`src/rtl/apb_pkg.sv`:
```
// Shared APB definitions for the slave slice: bus widths, FSM encoding and
// the default memory base address.
package apb_pkg;

    localparam int APB_AW = 32;
    localparam int APB_DW = 32;

    localparam logic [APB_AW-1:0] APB_DEF_BASE = 32'h0000_A000;

    typedef enum logic {
        IDLE   = 1'b0,
        ACCESS = 1'b1
    } apb_state_e;

endpackage

```
`src/rtl/apb_slv_regfile.sv`:
```
// DEPTH x 32-bit word store: synchronous clear, one write port and one
// combinational read port sharing the same index.
module apb_slv_regfile
    import apb_pkg::*;
#(
    parameter int DEPTH = 16,
    localparam int IW   = $clog2(DEPTH)
) (
    input  logic              Pclk,
    input  logic              Prst,
    input  logic              we_i,
    input  logic [IW-1:0]     idx_i,
    input  logic [APB_DW-1:0] wdata_i,
    output logic [APB_DW-1:0] rdata_o
);

    logic [APB_DW-1:0] mem_q [DEPTH];

    // Word storage: reset clears every entry, otherwise one optional write.
    always_ff @(posedge Pclk) begin
        if (Prst) begin
            for (int i = 0; i < DEPTH; i++) begin
                mem_q[i] <= {APB_DW{1'b0}};
            end
        end else if (we_i) begin
            mem_q[idx_i] <= wdata_i;
        end
    end

    assign rdata_o = mem_q[idx_i];

endmodule

```
`src/rtl/apb_mem_slave.sv`:
```
// APB word-memory slave with programmable wait states. Define APB_SLV_ERR_EN
// to report out-of-range or misaligned accesses on P_slverr.
module apb_mem_slave
    import apb_pkg::*;
#(
    parameter logic [APB_AW-1:0] BASE_ADDR   = APB_DEF_BASE,
    parameter int                DEPTH       = 16,
    parameter int                WAIT_STATES = 1
) (
    input  logic              Pclk,
    input  logic              Prst,
    input  logic [APB_AW-1:0] Paddr,
    input  logic              PSELx,
    input  logic              P_en,
    input  logic              P_WR,
    input  logic [APB_DW-1:0] PWdata,
    output logic [APB_DW-1:0] PRdata,
    output logic              P_ready,
    output logic              P_slverr
);

    localparam int                IW   = $clog2(DEPTH);
    localparam logic [APB_AW-1:0] SPAN = APB_AW'(DEPTH * 4);
    localparam logic [3:0]        WS   = 4'(WAIT_STATES);

    apb_state_e        state_q, state_d;
    logic [3:0]        cnt_q, cnt_d;
    logic [APB_AW-1:0] off_s;
    logic              hit_s;
    logic [IW-1:0]     idx_s;
    logic              complete_s;
    logic              done_s;
    logic              we_s;
    logic [APB_DW-1:0] rdata_s;

    assign off_s = Paddr - BASE_ADDR;
    assign hit_s = (Paddr >= BASE_ADDR) && (off_s < SPAN) && (Paddr[1:0] == 2'b00);
    assign idx_s = off_s[IW+1:2];

    // A reset on the completion edge wins: nothing commits, nothing is reported.
    assign done_s = complete_s && !Prst;
    assign we_s   = done_s && P_WR && hit_s;

    apb_slv_regfile #(.DEPTH(DEPTH)) u_regfile (
        .Pclk    (Pclk),
        .Prst    (Prst),
        .we_i    (we_s),
        .idx_i   (idx_s),
        .wdata_i (PWdata),
        .rdata_o (rdata_s)
    );

    // State and wait-counter registers.
    always_ff @(posedge Pclk) begin
        if (Prst) begin
            state_q <= IDLE;
            cnt_q   <= 4'd0;
        end else begin
            state_q <= state_d;
            cnt_q   <= cnt_d;
        end
    end

    // Transfer sequencing: SETUP loads the counter, ACCESS counts down to completion.
    always_comb begin
        state_d    = state_q;
        cnt_d      = cnt_q;
        complete_s = 1'b0;
        case (state_q)
            IDLE: begin
                if (PSELx && !P_en) begin
                    state_d = ACCESS;
                    cnt_d   = WS;
                end else begin
                    state_d = IDLE;
                end
            end
            ACCESS: begin
                if (!PSELx) begin
                    state_d = IDLE;
                end else if (!P_en) begin
                    cnt_d = WS;
                end else if (cnt_q != 4'd0) begin
                    cnt_d = cnt_q - 4'd1;
                end else begin
                    complete_s = 1'b1;
                    state_d    = IDLE;
                end
            end
            default: begin
                state_d = IDLE;
                cnt_d   = 4'd0;
            end
        endcase
    end

    // Response outputs are only non-zero during the completion cycle.
    always_comb begin
        P_ready  = 1'b0;
        PRdata   = {APB_DW{1'b0}};
        P_slverr = 1'b0;
        if (done_s) begin
            P_ready = 1'b1;
            if (!P_WR && hit_s) begin
                PRdata = rdata_s;
            end else begin
                PRdata = {APB_DW{1'b0}};
            end
`ifdef APB_SLV_ERR_EN
            P_slverr = ~hit_s;
`else
            P_slverr = 1'b0;
`endif
        end else begin
            P_ready  = 1'b0;
            PRdata   = {APB_DW{1'b0}};
            P_slverr = 1'b0;
        end
    end

endmodule

```
`config.mk`:
```
export PLATFORM = sky130hd
export DESIGN_NAME = apb_mem_slave
export DESIGN_NICKNAME = d
export VERILOG_FILES = /design/src/rtl/apb_pkg.sv /design/src/rtl/apb_slv_regfile.sv /design/src/rtl/apb_mem_slave.sv
export SDC_FILE = /design/constraint.sdc
export NUM_CORES = 1
export LEC_CHECK = 0
export BUFFER_PORTS_ARGS = -buffer_cell sky130_fd_sc_hd__buf_2
export CAP_MARGIN = 40
export CORE_UTILIZATION = 65
export DETAILED_ROUTE_END_ITERATION = 8
export PLACE_DENSITY_LB_ADDON = 0.2
export SLEW_MARGIN = 20
export SYNTH_ARGS = -nofsm -noshare
export SYNTH_HDL_FRONTEND = slang
export SYNTH_SLANG_ARGS = --single-unit
```
`constraint.sdc`:
```
create_clock -name Pclk -period 9.6 [get_ports Pclk]
set_input_delay 0.48 -clock Pclk [delete_from_list [all_inputs] [get_ports Pclk]]
set_output_delay 0.48 -clock Pclk [all_outputs]
set_load 0.05 [all_outputs]
```
== Yosys cells after proc, flatten, opt, wreduce, memory -nomap -nowiden ==
Memories as Yosys holds them, arrays and structs flattened.
Index checks and enable logic that the tools add are counted.
Storage, ports and cells
  latch bits: 0
  output and inout port bits: 34
  bits of input ports: 69
  register bits after elaboration: 5
  memories kept: 1
  bits in writable memories: 512
  logic and storage cells: 50
  memory bits (read-only): 0
Operators by class
  reductions and logical operators: 14
  shift-type cells: 0
  $mul: 0
  divide/modulo/power cells: 0
  $add $sub $neg: 2
  equality and inequality tests: 3
  bitwise logic cells: 1
  muxes and demuxes: 25
  order comparisons: 2
Memories
  u_regfile.mem_q: words 16, bits a word 32, read ports 1, clocked after memory_dff 0, write ports 16, RTL line apb_slv_regfile.sv:17  | logic [APB_DW-1:0] mem_q [DEPTH];
Operators by type and width (count)
  two-way mux 32 bit: 3
  >= comparator 32 x 16 -> 1 bit (second input constant): 1
  < comparator 32 x 7 -> 1 bit (second input constant): 1
  OR reduction 32 bit: 1
  subtractor 32 x 16 -> 32 bit (second input constant): 1
  two-way mux 4 bit: 5
  two-way mux 1 bit: 15
  case mux 4 bit (2 select lines): 1
  logical AND 1 bit: 7
  inequality test 2 bit (second input constant): 2
  nonzero test 4 bit: 1
  subtractor 4 x 1 -> 4 bit (second input constant): 1
  logical NOT 1 bit: 3
  inequality test 3 x 2 -> 1 bit (second input constant): 1
  AND reduction 3 bit: 1
  logical NOT 2 bit: 1
  case mux 1 bit (2 select lines): 1
  inverter 1 bit: 1

== Depth between registers and ports, before layout ==
  word-level depth: 13
  mapped depth: 10
  depth with buffers taken out: 7

== Modules after synthesis ==
A second synthesis with hierarchy kept.
Second synthesis, totals
  cells, all modules: 1575
  area total of the unflattened synthesis: 24270.8 um^2
By module, submodules not included
  apb_slv_regfile: area each 22880.7 um^2, sequential area each 15374.7 um^2, times used 1, cells each 1418
  apb_mem_slave: area each 1390.1 um^2, sequential area each 100.1 um^2, times used 1, cells each 157

== Worst setup path after synthesis ==
Ideal clock, no wire load.
  path type: input -> register
  from: in Paddr[20]
  to: mem u_regfile.mem_q[14][0] (enable)
  data required time: 9.089 ns
  path slack: 3.835 ns
  buffers on the path: 1
  cell stages on the path: 6
  data arrival time: 5.255 ns
  setup time: 0.511 ns
  cell sequence: or4_1 > o21a_1 > nor3_1 > nand3_1 > clkbuf_1 > o41ai_1
RTL lines
  start, declared: RTL line apb_mem_slave.sv:12  | input logic [APB_AW-1:0] Paddr,
  end, declared: RTL line apb_slv_regfile.sv:17

== Worst setup path after layout ==
  from: reg cnt_q[0]
  to: out PRdata[8]
On the way
  longest elaborated chain between the ends: 7
RTL lines
  start, declared: RTL line apb_mem_slave.sv:27  | logic [3:0] cnt_q, cnt_d;
  start signal, assigned: RTL line apb_mem_slave.sv:60  | cnt_q <= cnt_d;
  nonzero test 4 bit: RTL line apb_mem_slave.sv:83  | end else if (cnt_q != 4'd0) begin
  two-way mux 1 bit: RTL line apb_mem_slave.sv:83
  two-way mux 1 bit: RTL line apb_mem_slave.sv:81  | end else if (!P_en) begin
  two-way mux 1 bit: RTL line apb_mem_slave.sv:79  | if (!PSELx) begin
  two-way mux 1 bit: RTL line apb_mem_slave.sv:69  | case (state_q)
  logical AND 1 bit: RTL line apb_mem_slave.sv:41  | assign done_s = complete_s && !Prst;
  two-way mux 32 bit: RTL line apb_mem_slave.sv:102  | if (done_s) begin
  end, declared: RTL line apb_mem_slave.sv:17  | output logic [APB_DW-1:0] PRdata,
No other way between the ends.

==> flow_summary.yaml <==
status:
  status: "finished clean"
timing:
  min_period_ns: 4.11
  skew_ns: 0.0280
  max_freq_mhz: 243
  final_max_slew_viol_count: 0
  setup-tns-final_ns: 0
  slew_headroom: 0.164
  rsz0062_at_grt: "false"
  tightest_slew_ns: 1.25
  min_period_over_period: 0.428
  hold_viol_final: 0
  setup_viol: 0
  setup_slack_ns: 5.49
floorplanning:
  die_w_um: 200
  initial_core_util: 0.659
  dieArea_mm2: 0.0400
  die_h_um: 200
  rows: 72
  io_pins: 103
  coreArea_mm2: 0.0386
worst_setup_path:
  reg2reg_setup_slack_ns: 5.53
  cp_data_arrival_time_ns: 3.63
  cpPeakStageDelay_ns: 0.58
  reg2reg_from: "cnt_q[0]"
  crit_type: "reg -> out"
  r2r-end: "u_regfile.mem_q[8][27]"
  crit_required_ns: 9.12
  crit_path_frequent_cell: "nor3b_1"
  path_cells: "inv_1, ha_1, nor3b_1, nand4_1, a2111oi_2, o21ai_4, buf_4, nor3b_1, buf_2"
  startpoint_type: "flop"
  reg2reg_depth: 11
  crit_family: "simple AND/OR/NAND/NOR gates"
  critPathMaxFanout: 32
  end_kind: "output pin"
  cp_num_buf_inv: 3
  cp_slowest_cell: "nor3b_1"
run:
  cap_violations: 0
placement:
  hpwl_mm: 38.0
  preCtsSetupSlack_ns: 4.88
  port_buffers: 101
  gp_congestion: 0.792
pwr:
  leakage_nw: 8.53
  p_per_area_mw_per_mm2: 180
  ir_worst_vdd_v: 0.000155
route:
  dr_total_vias: 17643
  antenna_left: 0
  route.detailed.drc: 0
  wl_met2_mm: 33.4
  topRoutingLayerUsed: "met5"
  wl_mm: 69.9
  drtIter0Drc: 2342
  via_per_inst: 7.70
  firstDrtPassIters: 5
  dr_wl_met3_mm: 9.46
  wl_per_cell_um: 30.5
  m1WireLength_mm: 24.8
clock_tree:
  insertion_delay_ns: 0.60
  ctsHoldBuffers: 0
  cts_buffer_depth: 3
  h-tree-depth: 2
  post-cts-setup-buffer-count: 0
  clock-root-buffer: "clkbuf_16"
  cts_buffers: 52
  cts_tree: "built"
  clkTransAtPathRegs_ns: 0.06
  clock-sinks: 517
  ctsResizeCount: 0
synthesis:
  synth_edf_count: 512
  synth_area_leaders: "edfxtp_1 (60%), mux4_2 (14%), nor4_1 (12%)"
  ys.flop_type: "edfxtp_1"
  ys_ff_latch: 517
  async_flop_share: 0
  syn-num-nets: 1807
  yosysWarnings: 0
  synth_top_area_share: 0.603
  yosys.area.top_type: "edfxtp_1"
  synth_cell_types: 45
  syn_avg_cell_area_um2: 14.7
  yosysSeqAreaShare: 0.607
  syn_area_mm2: 0.0255
  syn_inst: 1735
finish:
  areaGrowthSynthToFinish_pct: 10.2
  post-route-util: 0.727
  fin_nets: 1802
  layout-drive-gt1-share: 0.272
global_route:
  grt_pass1_wl_mm: 104
  overflow: 0
  antenna_found_initial: 7
  grt_pass1_vias: 16982
  grtUsageTotal: 0.358
  grt_max_degree: 245
hold_path:
  worstHoldEndpoint: "cnt_q[1]"
  hold_path_class: "in -> reg"
  holdPathStages: 2
  hold_path.startpoint: "Prst"
==> how the worst max path moves through the flow <==
stage | cells after the start | startpoint | slack [ns] | to
after global placement | 8 | Paddr[20] | 4.81 | u_regfile.mem_q[8][14]
after global routing | 11 | cnt_q[0] | 5.22 | u_regfile.mem_q[8][15]
final | 9 | cnt_q[0] | 5.49 | PRdata[8]
after detailed placement | 9 | Paddr[20] | 4.88 | u_regfile.mem_q[1][22]
after floorplan | 6 | Paddr[20] | 3.83 | u_regfile.mem_q[14][0]
after CTS | 9 | Paddr[20] | 5.46 | u_regfile.mem_q[13][19]
==> power by group <==
part,internal (mW),switching (mW),leakage [nW]
Sequential,2.56,0.0245,5.22
Combinational,0.160,0.295,2.49
Clock,1.18,0.843,0.818
==> final cells by class <==
class / instances / area, µm²
diodes: 4 / 10.0
clock buffers: 66 / 1400
clock inverters: 28 / 283
fillers: 2384 / 10600
inverters: 7 / 26.3
multi-input cells: 974 / 8870
flip-flops and latches: 517 / 15500
well taps: 518 / 648
repair buffers: 178 / 1380
==> registers in the layout, summed over array words and instances, names as in the netlist <==
name,count
cnt_q,4
u_regfile.mem_q,512
state_q,1
==> routing by layer <==
layer	vias to the layer above	global-route usage
met5	-	0
met4	6	0.120
met3	184	0.0887
met2	1410	0.562
met1	8730	0.498
li1	7313	-
==> cell families after synthesis <==
group | Yosys count | share of synthesized area
AO/OA/AOI/OAI | 34 | 0.0104
XOR/XNOR | 2 | 0.000687
adder cells (fa/ha/maj) | 3 | 0.00147
buffers and inverters | 244 | 0.0522
flip-flops | 517 | 0.607
multiplexers | 160 | 0.141
other | 1 | 0.000147
AND/OR/NAND/NOR | 774 | 0.187
==> Yosys cell counts, drive strengths merged, types with 2 or more instances <==
cell,n
edfxtp,512
buf,70
nand3,5
clkbuf,167
or3,3
nand3b,2
nor3,5
nor4,518
nand2b,4
ha,3
nor3b,34
o21a,2
mux4,160
nor2,9
xor2,2
dfxtp,5
inv,7
and2,2
nand2,170
o41ai,16
o21ai,5
nand4,5
nor2b,6
a21oi,3
nor4b,5
==> per-stage QoR <==
| stage | cells | hold WS [ns] | power (mW) | cell area [µm²] |
|---|---|---|---|---|
| 2_1_floorplan | 1735 | 0.439 | 2.91 | 25500 |
| 3_5_place_dp | 2189 | 0.483 | 3.07 | 26300 |
| 6_report | 2292 | 0.126 | 5.06 | 28100 |
| 3_3_place_gp | 2178 | 0.456 | 3.05 | 26000 |
| 4_1_cts | 2283 | 0.113 | 5.05 | 28000 |
| 5_1_grt | 2289 | 0.128 | 5.18 | 28100 |
==> cell usage in the layout (no fill, tap or decap), types with 2 or more instances in the layout <==
| cell type | synthesis | routed |
|---|---|---|
| nor3b_1 | 34 | 34 |
| nand3b_1 | 2 | 2 |
| inv_1 | 7 | 7 |
| o21ai_0 | 4 | 4 |
| nor2_4 | 0 | 2 |
| nand3_1 | 5 | 4 |
| bufinv_16 | 0 | 6 |
| buf_2 | 10 | 99 |
| a21oi_1 | 3 | 3 |
| dfxtp_1 | 5 | 5 |
| nor4_2 | 48 | 48 |
| or3_1 | 3 | 3 |
| nor4b_1 | 5 | 5 |
| diode_2 | 0 | 4 |
| clkinv_1 | 0 | 15 |
| ha_1 | 3 | 3 |
| buf_12 | 0 | 4 |
| nor4_1 | 470 | 470 |
| buf_6 | 53 | 2 |
| clkbuf_1 | 167 | 12 |
| nor2b_4 | 0 | 3 |
| nor2_1 | 9 | 7 |
| nand4_1 | 5 | 5 |
| nor3_1 | 5 | 5 |
| nand2_1 | 170 | 170 |
| clkbuf_16 | 0 | 54 |
| clkinv_2 | 0 | 6 |
| buf_16 | 0 | 11 |
| nand2b_1 | 4 | 4 |
| nor2b_1 | 6 | 3 |
| mux4_2 | 160 | 160 |
| edfxtp_1 | 512 | 512 |
| buf_4 | 1 | 60 |
| o21a_1 | 2 | 2 |
| xor2_1 | 2 | 2 |
| o41ai_2 | 0 | 16 |
Note: power is estimated with default switching activity, not from simulation.
